===== config.mk =====
export PLATFORM = sky130hd
export DESIGN_NAME = msk_lbox_engine_flat
export DESIGN_NICKNAME = d
export VERILOG_FILES = /design/src/rtl/msk_lbox_pkg.sv /design/src/rtl/msk_lbox_if.sv /design/src/rtl/msk_lbox_core.sv /design/src/rtl/msk_lbox_engine.sv /design/src/flat_wrapper.sv
export SDC_FILE = /design/constraint.sdc
export NUM_CORES = 2
export LEC_CHECK = 0
export CAP_MARGIN = 0
export CORE_UTILIZATION = 50
export DETAILED_ROUTE_END_ITERATION = 10
export PLACE_DENSITY_LB_ADDON = 0.08
export SYNTH_ARGS = -nofsm -noshare
export SYNTH_HDL_FRONTEND = slang
export SYNTH_SLANG_ARGS = --single-unit

===== constraint.sdc =====
create_clock -name clk -period 2.6 [get_ports clk]
set_input_delay 0.26 -clock clk [delete_from_list [all_inputs] [get_ports clk]]
set_output_delay 0.26 -clock clk [all_outputs]
set_load 0.1 [all_outputs]

===== src/rtl/msk_lbox_pkg.sv =====
// Shared definitions for the masked Clyde-128 L-box engine: rotation amounts,
// FSM encoding and a rotate that moves whole d-share bit groups.
package msk_lbox_pkg;

  localparam int MAX_D = 8;

  typedef logic [32*MAX_D-1:0] share_word_t;

  localparam int FWD_ROT [7] = '{12, 3, 17, 31, 26, 25, 15};
  localparam int INV_ROT [8] = '{25, 31, 20, 31, 26, 25, 17, 16};

  typedef enum logic [1:0] {
    ST_IDLE = 2'd0,
    ST_RUN  = 2'd1,
    ST_DONE = 2'd2
  } fsm_e;

  // Right-rotate a 32-bit word whose bits are d-share groups; only the low
  // 32*d bits of w are meaningful and the upper bits come back as zero.
  function automatic share_word_t share_rotr(input share_word_t w, input int n, input int d);
    share_word_t mask;
    mask = (share_word_t'(1) << (32 * d)) - share_word_t'(1);
    return ((w >> (n * d)) | (w << ((32 - n) * d))) & mask;
  endfunction

endpackage


===== src/rtl/msk_lbox_if.sv =====
// Valid/ready bundle between the round datapath and the L-box engine.
interface msk_lbox_if #(
  parameter int D     = 2,
  parameter int NPAIR = 2
);
  localparam int SW = 64 * NPAIR * D;

  logic          in_valid;
  logic          in_ready;
  logic          in_inverse;
  logic [SW-1:0] in_state;
  logic          out_valid;
  logic          out_ready;
  logic [SW-1:0] out_state;
  logic          busy;

  modport master (
    output in_valid, in_inverse, in_state, out_ready,
    input  in_ready, out_valid, out_state, busy
  );

  modport slave (
    input  in_valid, in_inverse, in_state, out_ready,
    output in_ready, out_valid, out_state, busy
  );

endinterface


===== src/rtl/msk_lbox_core.sv =====
// One masked L-box lane: forward or inverse Clyde L-box on a single word pair.
// Every step is a share-wise XOR of rotated words, so shares never mix.
module msk_lbox_core
  import msk_lbox_pkg::*;
#(
  parameter int D = 2
) (
  input  logic            inverse_i,
  input  logic [32*D-1:0] x_i,
  input  logic [32*D-1:0] y_i,
  output logic [32*D-1:0] a_o,
  output logic [32*D-1:0] b_o
);

  localparam int W = 32 * D;

  function automatic logic [W-1:0] rot(input logic [W-1:0] w, input int n);
    share_word_t t;
    t = share_rotr(share_word_t'(w), n, D);
    return t[W-1:0];
  endfunction

  logic [W-1:0] fa, fb, fc, fe;
  logic [W-1:0] ia, ib, ic, ie;

  // NOTE: combinational temporaries use blocking '=' so each line sees the
  // value produced by the line above it, exactly like the reference C code.
  always_comb begin
    fa = x_i ^ rot(x_i, FWD_ROT[0]);
    fb = y_i ^ rot(y_i, FWD_ROT[0]);
    fa = fa ^ rot(fa, FWD_ROT[1]);
    fb = fb ^ rot(fb, FWD_ROT[1]);
    fa = fa ^ rot(x_i, FWD_ROT[2]);
    fb = fb ^ rot(y_i, FWD_ROT[2]);
    fc = fa ^ rot(fa, FWD_ROT[3]);
    fe = fb ^ rot(fb, FWD_ROT[3]);
    fa = fa ^ rot(fe, FWD_ROT[4]);
    fb = fb ^ rot(fc, FWD_ROT[5]);
    fa = fa ^ rot(fc, FWD_ROT[6]);
    fb = fb ^ rot(fe, FWD_ROT[6]);
  end

  always_comb begin
    ia = x_i ^ rot(x_i, INV_ROT[0]);
    ib = y_i ^ rot(y_i, INV_ROT[0]);
    ic = x_i ^ rot(ia, INV_ROT[1]);
    ie = y_i ^ rot(ib, INV_ROT[1]);
    ic = ic ^ rot(ia, INV_ROT[2]);
    ie = ie ^ rot(ib, INV_ROT[2]);
    ia = ic ^ rot(ic, INV_ROT[3]);
    ib = ie ^ rot(ie, INV_ROT[3]);
    ic = ic ^ rot(ib, INV_ROT[4]);
    ie = ie ^ rot(ia, INV_ROT[5]);
    ia = ia ^ rot(ic, INV_ROT[6]);
    ib = ib ^ rot(ie, INV_ROT[6]);
  end

  assign a_o = inverse_i ? rot(ia, INV_ROT[7]) : fa;
  assign b_o = inverse_i ? rot(ib, INV_ROT[7]) : fb;

endmodule


===== src/rtl/msk_lbox_engine.sv =====
// Serialised masked Clyde-128 L-box engine: latches a masked state, runs
// LANES word pairs per cycle through the L-box cores and holds the result.
module msk_lbox_engine
  import msk_lbox_pkg::*;
#(
  parameter int D     = 2,
  parameter int NPAIR = 2,
  parameter int LANES = 1
) (
  input  logic       clk,
  input  logic       rst_n,
  msk_lbox_if.slave  bus
);

  localparam int W      = 32 * D;
  localparam int SW     = 64 * NPAIR * D;
  localparam int STEPS  = NPAIR / LANES;
  localparam int STEP_W = (STEPS > 1) ? $clog2(STEPS) : 1;
  localparam logic [STEP_W-1:0] LAST_STEP = STEP_W'(STEPS - 1);

  fsm_e              fsm_q, fsm_d;
  logic [STEP_W-1:0] step_q, step_d;
  logic [SW-1:0]     state_q, state_d;
  logic              inv_q, inv_d;

  logic [W-1:0] lane_x [LANES];
  logic [W-1:0] lane_y [LANES];
  logic [W-1:0] lane_a [LANES];
  logic [W-1:0] lane_b [LANES];

  // Lane l of step s works on pair s*LANES+l.
  always_comb begin
    for (int l = 0; l < LANES; l++) begin
      lane_x[l] = '0;
      lane_y[l] = '0;
      for (int s = 0; s < STEPS; s++) begin
        if (step_q == STEP_W'(s)) begin
          lane_x[l] = state_q[(2*(s*LANES+l))*W   +: W];
          lane_y[l] = state_q[(2*(s*LANES+l)+1)*W +: W];
        end
      end
    end
  end

  for (genvar l = 0; l < LANES; l++) begin : g_lane
    msk_lbox_core #(.D(D)) u_core (
      .inverse_i (inv_q),
      .x_i       (lane_x[l]),
      .y_i       (lane_y[l]),
      .a_o       (lane_a[l]),
      .b_o       (lane_b[l])
    );
  end

  // NOTE: every signal driven here gets a default first, so no path through
  // the case statement can leave one unassigned and infer a latch.
  always_comb begin
    fsm_d   = fsm_q;
    step_d  = step_q;
    state_d = state_q;
    inv_d   = inv_q;
    unique case (fsm_q)
      ST_IDLE: begin
        if (bus.in_valid) begin
          state_d = bus.in_state;
          inv_d   = bus.in_inverse;
          step_d  = '0;
          fsm_d   = ST_RUN;
        end
      end
      ST_RUN: begin
        for (int l = 0; l < LANES; l++) begin
          for (int s = 0; s < STEPS; s++) begin
            if (step_q == STEP_W'(s)) begin
              state_d[(2*(s*LANES+l))*W   +: W] = lane_a[l];
              state_d[(2*(s*LANES+l)+1)*W +: W] = lane_b[l];
            end
          end
        end
        if (step_q == LAST_STEP) begin
          step_d = '0;
          fsm_d  = ST_DONE;
        end else begin
          step_d = step_q + STEP_W'(1);
        end
      end
      ST_DONE: begin
        if (bus.out_ready) fsm_d = ST_IDLE;
      end
      default: fsm_d = ST_IDLE;
    endcase
  end

  // NOTE: the state register is reset too: a reset mid-operation must leave
  // no share material visible on out_state. Sequential state uses '<='.
  always_ff @(posedge clk or negedge rst_n) begin
    if (!rst_n) begin
      fsm_q   <= ST_IDLE;
      step_q  <= '0;
      state_q <= '0;
      inv_q   <= 1'b0;
    end else begin
      fsm_q   <= fsm_d;
      step_q  <= step_d;
      state_q <= state_d;
      inv_q   <= inv_d;
    end
  end

  assign bus.in_ready  = (fsm_q == ST_IDLE);
  assign bus.out_valid = (fsm_q == ST_DONE);
  assign bus.busy      = (fsm_q == ST_RUN) || (fsm_q == ST_DONE);
  assign bus.out_state = state_q;

endmodule


===== src/flat_wrapper.sv =====
// flat-port wrapper written by rule: the top's interface ports become plain ports
module msk_lbox_engine_flat import msk_lbox_pkg::*;
#(
  parameter int D     = 2,
  parameter int NPAIR = 2,
  parameter int LANES = 1
)
  (clk, rst_n, bus_in_valid, bus_in_inverse, bus_in_state, bus_out_ready, bus_in_ready, bus_out_valid, bus_out_state, bus_busy);
  msk_lbox_if #(.D(D), .NPAIR(NPAIR)) bus_i ();
  input  logic clk;
  input  logic rst_n;
  input wire logic [$bits(bus_i.in_valid)-1:0] bus_in_valid;
  input wire logic [$bits(bus_i.in_inverse)-1:0] bus_in_inverse;
  input wire logic [$bits(bus_i.in_state)-1:0] bus_in_state;
  input wire logic [$bits(bus_i.out_ready)-1:0] bus_out_ready;
  output wire logic [$bits(bus_i.in_ready)-1:0] bus_in_ready;
  output wire logic [$bits(bus_i.out_valid)-1:0] bus_out_valid;
  output wire logic [$bits(bus_i.out_state)-1:0] bus_out_state;
  output wire logic [$bits(bus_i.busy)-1:0] bus_busy;
  assign bus_i.in_valid = bus_in_valid;
  assign bus_i.in_inverse = bus_in_inverse;
  assign bus_i.in_state = bus_in_state;
  assign bus_i.out_ready = bus_out_ready;
  assign bus_in_ready = bus_i.in_ready;
  assign bus_out_valid = bus_i.out_valid;
  assign bus_out_state = bus_i.out_state;
  assign bus_busy = bus_i.busy;
  msk_lbox_engine #(.D(D), .NPAIR(NPAIR), .LANES(LANES)) u_core (.clk(clk), .rst_n(rst_n), .bus(bus_i));
endmodule

Word-level counts from Yosys, hierarchy flattened
Cells that the tools add are included.
W data, S select, Z words.
{ "classes": {"add_sub_neg": 1, "mul": 0, "n_div": 0, "n_lt_le_gt_ge": 0, "eq_ne": 6, "shifts": 0, "n_mux": 15, "bitwise": 50, "n_reduce_logical": 8} }
{ "op_table": {"columns": ["cell", "count"], "rows": [
  ["$xor A64 B64 Y64", 24],
  ["$pmux W256 S2", 1],
  ["$or A2 B64 Y64", 6],
  ["$mux W128", 2],
  ["$mux W256", 1],
  ["$mux W64", 4],
  ["$or A14 B64 Y64", 4],
  ["$or A30 B64 Y64", 4],
  ["$or A12 B64 Y64", 2],
  ["$or A24 B64 Y64", 2],
  ["$or A32 B64 Y64", 2],
  ["$or A34 B64 Y64", 2],
  ["$or A40 B64 Y64", 2],
  ["$or A58 B64 Y64", 2],
  ["$reduce_and A3 Y1", 3],
  ["$mux W2", 3],
  ["$ne A2 B2 Y1 const B", 3],
  ["$pmux W2 S3", 1],
  ["$reduce_and A2 Y1", 2],
  ["$eq A2 B1 Y1 const B", 1],
  ["$eq A2 B2 Y1 const B", 1],
  ["$logic_not A2 Y1", 1],
  ["$mux W1", 2],
  ["$ne A2 B1 Y1 const B", 1],
  ["other kinds (4)", 4]
]} }
{ "totals": {"ff_bits": 260, "latch_bits": 0, "mem_bits_rw": 0, "rom_bits": 0, "in_bits": 261, "elab_cells": 85, "n_memories": 0} }

Logic depth before layout (Yosys ltp)
{ "depth": {"word_depth": 16, "depth_mapped": 13} }

Modules after synthesis
Synthesis repeated with hierarchy kept, for this count alone.
{ "hier_totals": {"cells_unflattened": 2741, "hier_area_um2": 34515.6} }
{ "modules_own_cells": {"columns": ["module", "n_inst", "cells_per_inst", "area_each_um2", "seq_area_each_um2"], "rows": [
  ["msk_lbox_core", 1, 1350, 19789.0, 0.0],
  ["msk_lbox_engine", 1, 1391, 14726.6, 6506.2]
]} }

Worst setup path before layout
No wires, ideal clock.
{ "synth_path": {"path_type": "reg2reg", "start": "register u_core.state_q[28], in the netlist u_core.bus.out_state[28]", "end": "register u_core.state_q[188], in the netlist u_core.bus.out_state[188]", "setup_ps": 95, "arrival_ps": 3190, "required_ps": 2505, "slack_ps": -686, "path_stages_with_launch": 9, "n_path_buf": 1, "synth_period_minus_slack_ps": 3286, "cell_sequence": "dfrtp_1 > buf_2 > xor2_1 > xor3_1 > mux2i_1 > xor2_1 > xnor3_1 > o2bb2ai_1 > o31ai_1"} }
{ "synth_between": {"elab_chain_cells": 9} }
{ "synth_lines": {"columns": ["element", "line_no", "text"], "rows": [
  ["start: declaration", "msk_lbox_engine.sv:23", "logic [SW-1:0] state_q, state_d;"],
  ["start signal: assignment", "msk_lbox_engine.sv:105", "state_q <= state_d;"],
  ["$mux W64", "msk_lbox_engine.sv:37", "if (step_q == STEP_W'(s)) begin"],
  ["$xor A64 B64 Y64", "msk_lbox_core.sv:46", "ic = x_i ^ rot(ia, INV_ROT[1]);"],
  ["$xor A64 B64 Y64", "msk_lbox_core.sv:48", "ic = ic ^ rot(ia, INV_ROT[2]);"],
  ["$xor A64 B64 Y64", "msk_lbox_core.sv:50", "ia = ic ^ rot(ic, INV_ROT[3]);"],
  ["$xor A64 B64 Y64", "msk_lbox_core.sv:54", "ia = ia ^ rot(ic, INV_ROT[6]);"],
  ["$or A32 B64 Y64", "msk_lbox_pkg.sv:23", "return ((w >> (n * d)) | (w << ((32 - n) * d))) & mask;"],
  ["$mux W64", "msk_lbox_core.sv:58", "assign a_o = inverse_i ? rot(ia, INV_ROT[7]) : fa;"],
  ["$mux W128", "msk_lbox_engine.sv:74", "if (step_q == STEP_W'(s)) begin"],
  ["$pmux W256 S2", "msk_lbox_engine.sv:62", "unique case (fsm_q)"]
]} }
Every way passes these cells. The select of a mux whose other input is x is not followed.
A chain may end at the register's enable or synchronous reset.

Worst setup path in the final report
{ "layout_path": {"start": "register u_core.step_q", "end": "register u_core.state_q[139], in the netlist u_core.bus.out_state[139]"} }
{ "layout_between": {"elab_chain_cells": 16, "elab_cells_between_ends": 48, "classes_between": "1 x eq/ne; 5 x mux; 41 x bitwise; 1 x reduce/logical"} }
{ "layout_lines": {"columns": ["element", "line_no", "text"], "rows": [
  ["start: declaration", "msk_lbox_engine.sv:22", "logic [STEP_W-1:0] step_q, step_d;"],
  ["start signal: assignment", "msk_lbox_engine.sv:104", "step_q <= step_d;"],
  ["$mux W64", "msk_lbox_engine.sv:37", null],
  ["$or A14 B64 Y64", "msk_lbox_pkg.sv:23", null],
  ["$xor A64 B64 Y64", "msk_lbox_core.sv:45", "ib = y_i ^ rot(y_i, INV_ROT[0]);"],
  ["$or A2 B64 Y64", "msk_lbox_pkg.sv:23", null],
  ["$xor A64 B64 Y64", "msk_lbox_core.sv:47", "ie = y_i ^ rot(ib, INV_ROT[1]);"],
  ["$xor A64 B64 Y64", "msk_lbox_core.sv:49", "ie = ie ^ rot(ib, INV_ROT[2]);"],
  ["$or A2 B64 Y64", "msk_lbox_pkg.sv:23", null],
  ["$xor A64 B64 Y64", "msk_lbox_core.sv:51", "ib = ie ^ rot(ie, INV_ROT[3]);"],
  ["$or A12 B64 Y64", "msk_lbox_pkg.sv:23", null],
  ["$xor A64 B64 Y64", "msk_lbox_core.sv:52", "ic = ic ^ rot(ib, INV_ROT[4]);"],
  ["$or A30 B64 Y64", "msk_lbox_pkg.sv:23", null],
  ["$xor A64 B64 Y64", "msk_lbox_core.sv:54", null],
  ["$or A32 B64 Y64", "msk_lbox_pkg.sv:23", null],
  ["$mux W64", "msk_lbox_core.sv:58", null],
  ["$mux W128", "msk_lbox_engine.sv:74", null],
  ["$pmux W256 S2", "msk_lbox_engine.sv:62", null]
]} }
Several ways; a longest one is shown, not always the timed one. The select of a mux whose other input is x is not followed.

==> impl_metrics.yaml <==
outcome:
  outcome: "complete, but fails checks"
  violations: "setup timing"
yosys:
  synth_xor_area_share_pct: 59.3
  syn_inst: 4272
  yosysWarnings: 0
  netlist-cell-type-count: 52
  synthFlopType: "dfrtp_1"
  synth_edf_count: 0
  synth_top_area_cell: "xnor3_1"
  syn_area_mm2: 0.0442
  synth_area_leaders: "xnor3_1 23%, xnor2_1 23%, dfrtp_1 15%"
  ys_ff_latch: 260
  synth-compound-area-share_pct: 8.26
  synth_top_area_share_pct: 22.8
  postSynthAreaPerCell_um2: 10.4
  async_reset_ff_share_pct: 100
  synth_fa_ha_area_share_pct: 0.0849
  synth_top_family_by_area: "XOR/XNOR gates"
  synth_nets: 4536
  synthSimpleGateAreaFrac_pct: 3.13
  ys_seq_area_share_pct: 14.7
  muxShareOfSynthArea_pct: 9.41
grt:
  grt_pass1_vias: 43200
  antenna_found_initial: 4
  grt_pass1_wl_um: 307000
  overflow: 0
  grt_usage_pct: 48.3
  grt_max_degree: 113
floorplanning:
  fp.dieH_um: 299
  die_w_um: 299
  rows: 108
  initial_utilization_pct: 50.7
  core_area_mm2: 0.0872
  io_pins: 520
  dieArea_mm2: 0.0896
drt:
  drc: 0
  firstDrtPassIters: 6
  wire_per_inst_um: 30.3
  routed-via-count: 43700
  viasPerCell: 5.84
  postRouteAntennaNets: 0
  dr.first_iter.drc_count: 4931
  wl_um: 227000
critical_path:
  cp.arrival_ns: 3.62
  rr_worst_depth: 14
  cpMaxStageDelayCell: "dfrtp_4"
  critical_path.startpoint_type: "flip-flop"
  rr_startpoint: "u_core.step_q"
  criticalPathCategory: "flip-flop to flip-flop"
  setup.worst_path.start: "u_core.step_q"
  max_stage_delay_ns: 0.52
  r2r-end: "u_core.bus.out_state[139]"
  r2r_slack_ns: -0.55
  cp-end-kind: "flip-flop"
  worstPathCellList: "buf_12, clkinv_8, clkbuf_16, buf_12, mux2i_1, xnor2_1, buf_4, xnor2_2, buf_4, xnor2_2, xnor2_1, o22ai_2, buf_4, o21ai_0"
  worst_path_most_repeated_cell: "buf_4"
  critPathRequiredTime_ns: 3.07
  cp_max_fo: 8
hold_path:
  min_to: "u_core.bus.out_state[73]"
  hold_path.class: "primary input to flip-flop"
  hp-start: "bus_in_state[73]"
  min_path_cells: 3
place:
  io_buffers: 519
  dp.final_hpwl_um: 178000
  gp_routability_congestion: 1.06
sta:
  fin_crit_ns: 3.15
  clock_skew_ns: 0.0252
  slew_violations: 0
  max_freq_mhz: 317
  rsz0062_at_grt: "yes"
  setup_viol: 256
  worst_slew_pin_slew_ns: 0.807
  max_slew_margin_pct: 46.2
  worst_slack_ns: -0.551
  fin_crit_sh_pct: 121
  hold_viol: 0
cts:
  cts_tree: "yes"
  cts_made_buffers: 35
  path_clk_slew_ns: 0.06
  cts_root_buf: "clkbuf_16"
  cts_max_level: 2
  clock_path_buffers: 3
  clock_latency_ns: 0.62
  clock-sinks: 260
cells_and_area:
  final_cell_mix: "1946 x buf_4, 894 x xnor2_1, 440 x xnor3_1"
  drive_gt1_share_pct: 49.4
  area_growth_pct: 61.3
  final_common_cell: "buf_4"
  nNetsFinal: 6564
  post-route-util_pct: 81.9
job:
  cap_violations: 0
## repair_timing
item / in CTS / in global routing
pin swaps: 21 / 199
gates resized for setup: 232 / 550
hold endpoints to repair: 66 / 0
buffers inserted: 20 / 84
endpoints found under the setup margin: 256 / 256
hold buffers: 1 / 0
cloned: 1 / 8
## flip-flops by register name (all words and copies together) (netlist names)
| register | flops |
|---|---|
| u_core.bus.out_state | 256 |
| u_core.inv_q | 1 |
| u_core.fsm_q | 2 |
| u_core.step_q | 1 |
## metrics by stage
step           instances  setup slack (ns)  hold WS (ns)  area, um^2  TNS, ns
2_1_floorplan       4272           -0.0702       -0.0356       46500   -0.216
3_3_place_gp        7314            -0.696         0.326       64400   -78.71
3_5_place_dp        7314            -0.760         0.333       64400   -85.59
4_1_cts             7396            -0.353         0.234       67400   -60.17
5_1_grt             7479            -0.576         0.270       71300   -87.22
6_report            7480            -0.551         0.257       71400   -71.65
## cell usage after synthesis, types with 4 or more instances
cell type  instances
buf_1              8
buf_4             56
xnor2_1         1149
buf_2            232
inv_1              4
xor3_1            50
a22o_1            15
xor2_2            11
mux2i_1          335
mux2i_2           26
o22ai_1           88
mux2i_4           12
xor2_1           488
a22oi_1           11
buf_6             17
xnor2_2           23
nor2_1            91
mux2_2            16
o21ai_1           60
o2bb2ai_1          8
nand3_1            5
o31ai_1           20
a21oi_1           81
or3_1              4
clkbuf_1         103
nand2_1          246
dfrtp_1          260
xnor3_1          448
o21ai_0          370
## final cells by class
cell class	instances	area [um^2]
flip-flops and latches	260	7430
fillers	5297	15800
clock inverters	13	209
well taps	1155	1450
inverters	5	45.0
repair buffers	2410	20600
diodes	2	5.00
repair inverters	2	32.5
clock buffers	47	1020
multi-input cells	3586	40500
## routing by layer
| layer | wire [um] | GRT usage (%) | vias to the layer above |
|---|---|---|---|
| li1 | - | - | 18300 |
| met4 | 21000 | 35.9 | 2 |
| met5 | 10 | 0 | - |
| met3 | 22900 | 8.63 | 899 |
| met1 | 79500 | 59.0 | 21500 |
| met2 | 103000 | 76.6 | 2986 |
## worst max-delay path by stage
stage / to / slack (ns) / depth (start not counted)
after floorplan: u_core.bus.out_state[6] / -0.07 / 9
after global routing: u_core.bus.out_state[139] / -0.58 / 14
after global placement: u_core.bus.out_state[139] / -0.70 / 11
final: u_core.bus.out_state[139] / -0.55 / 14
after detailed placement: u_core.bus.out_state[139] / -0.76 / 11
after CTS: u_core.bus.out_state[3] / -0.35 / 12
## cells by family (layout without fill, tap and decap cells)
family          after synthesis  count (layout)
fa+ha+maj                     3               3
flops                       260             260
simple gates                357             357
buf+inv                     426            2477
xor+xnor                   2171            2171
mux                         389             389
compound gates              666             666
other cells                   0               2
## worst max-delay path, delay by kind of cell (launching register included)
kind                      cells  cell delay, ns
muxes                         1            0.30
AOI/OAI and AO/OA             2            0.50
buffers and inverters         7            1.13
DFF                           1            0.52
xor gates and xnor gates      4            0.53
Power is not shown: default switching activity piles up to over one toggle a cycle in this logic, so the estimate is an artifact.
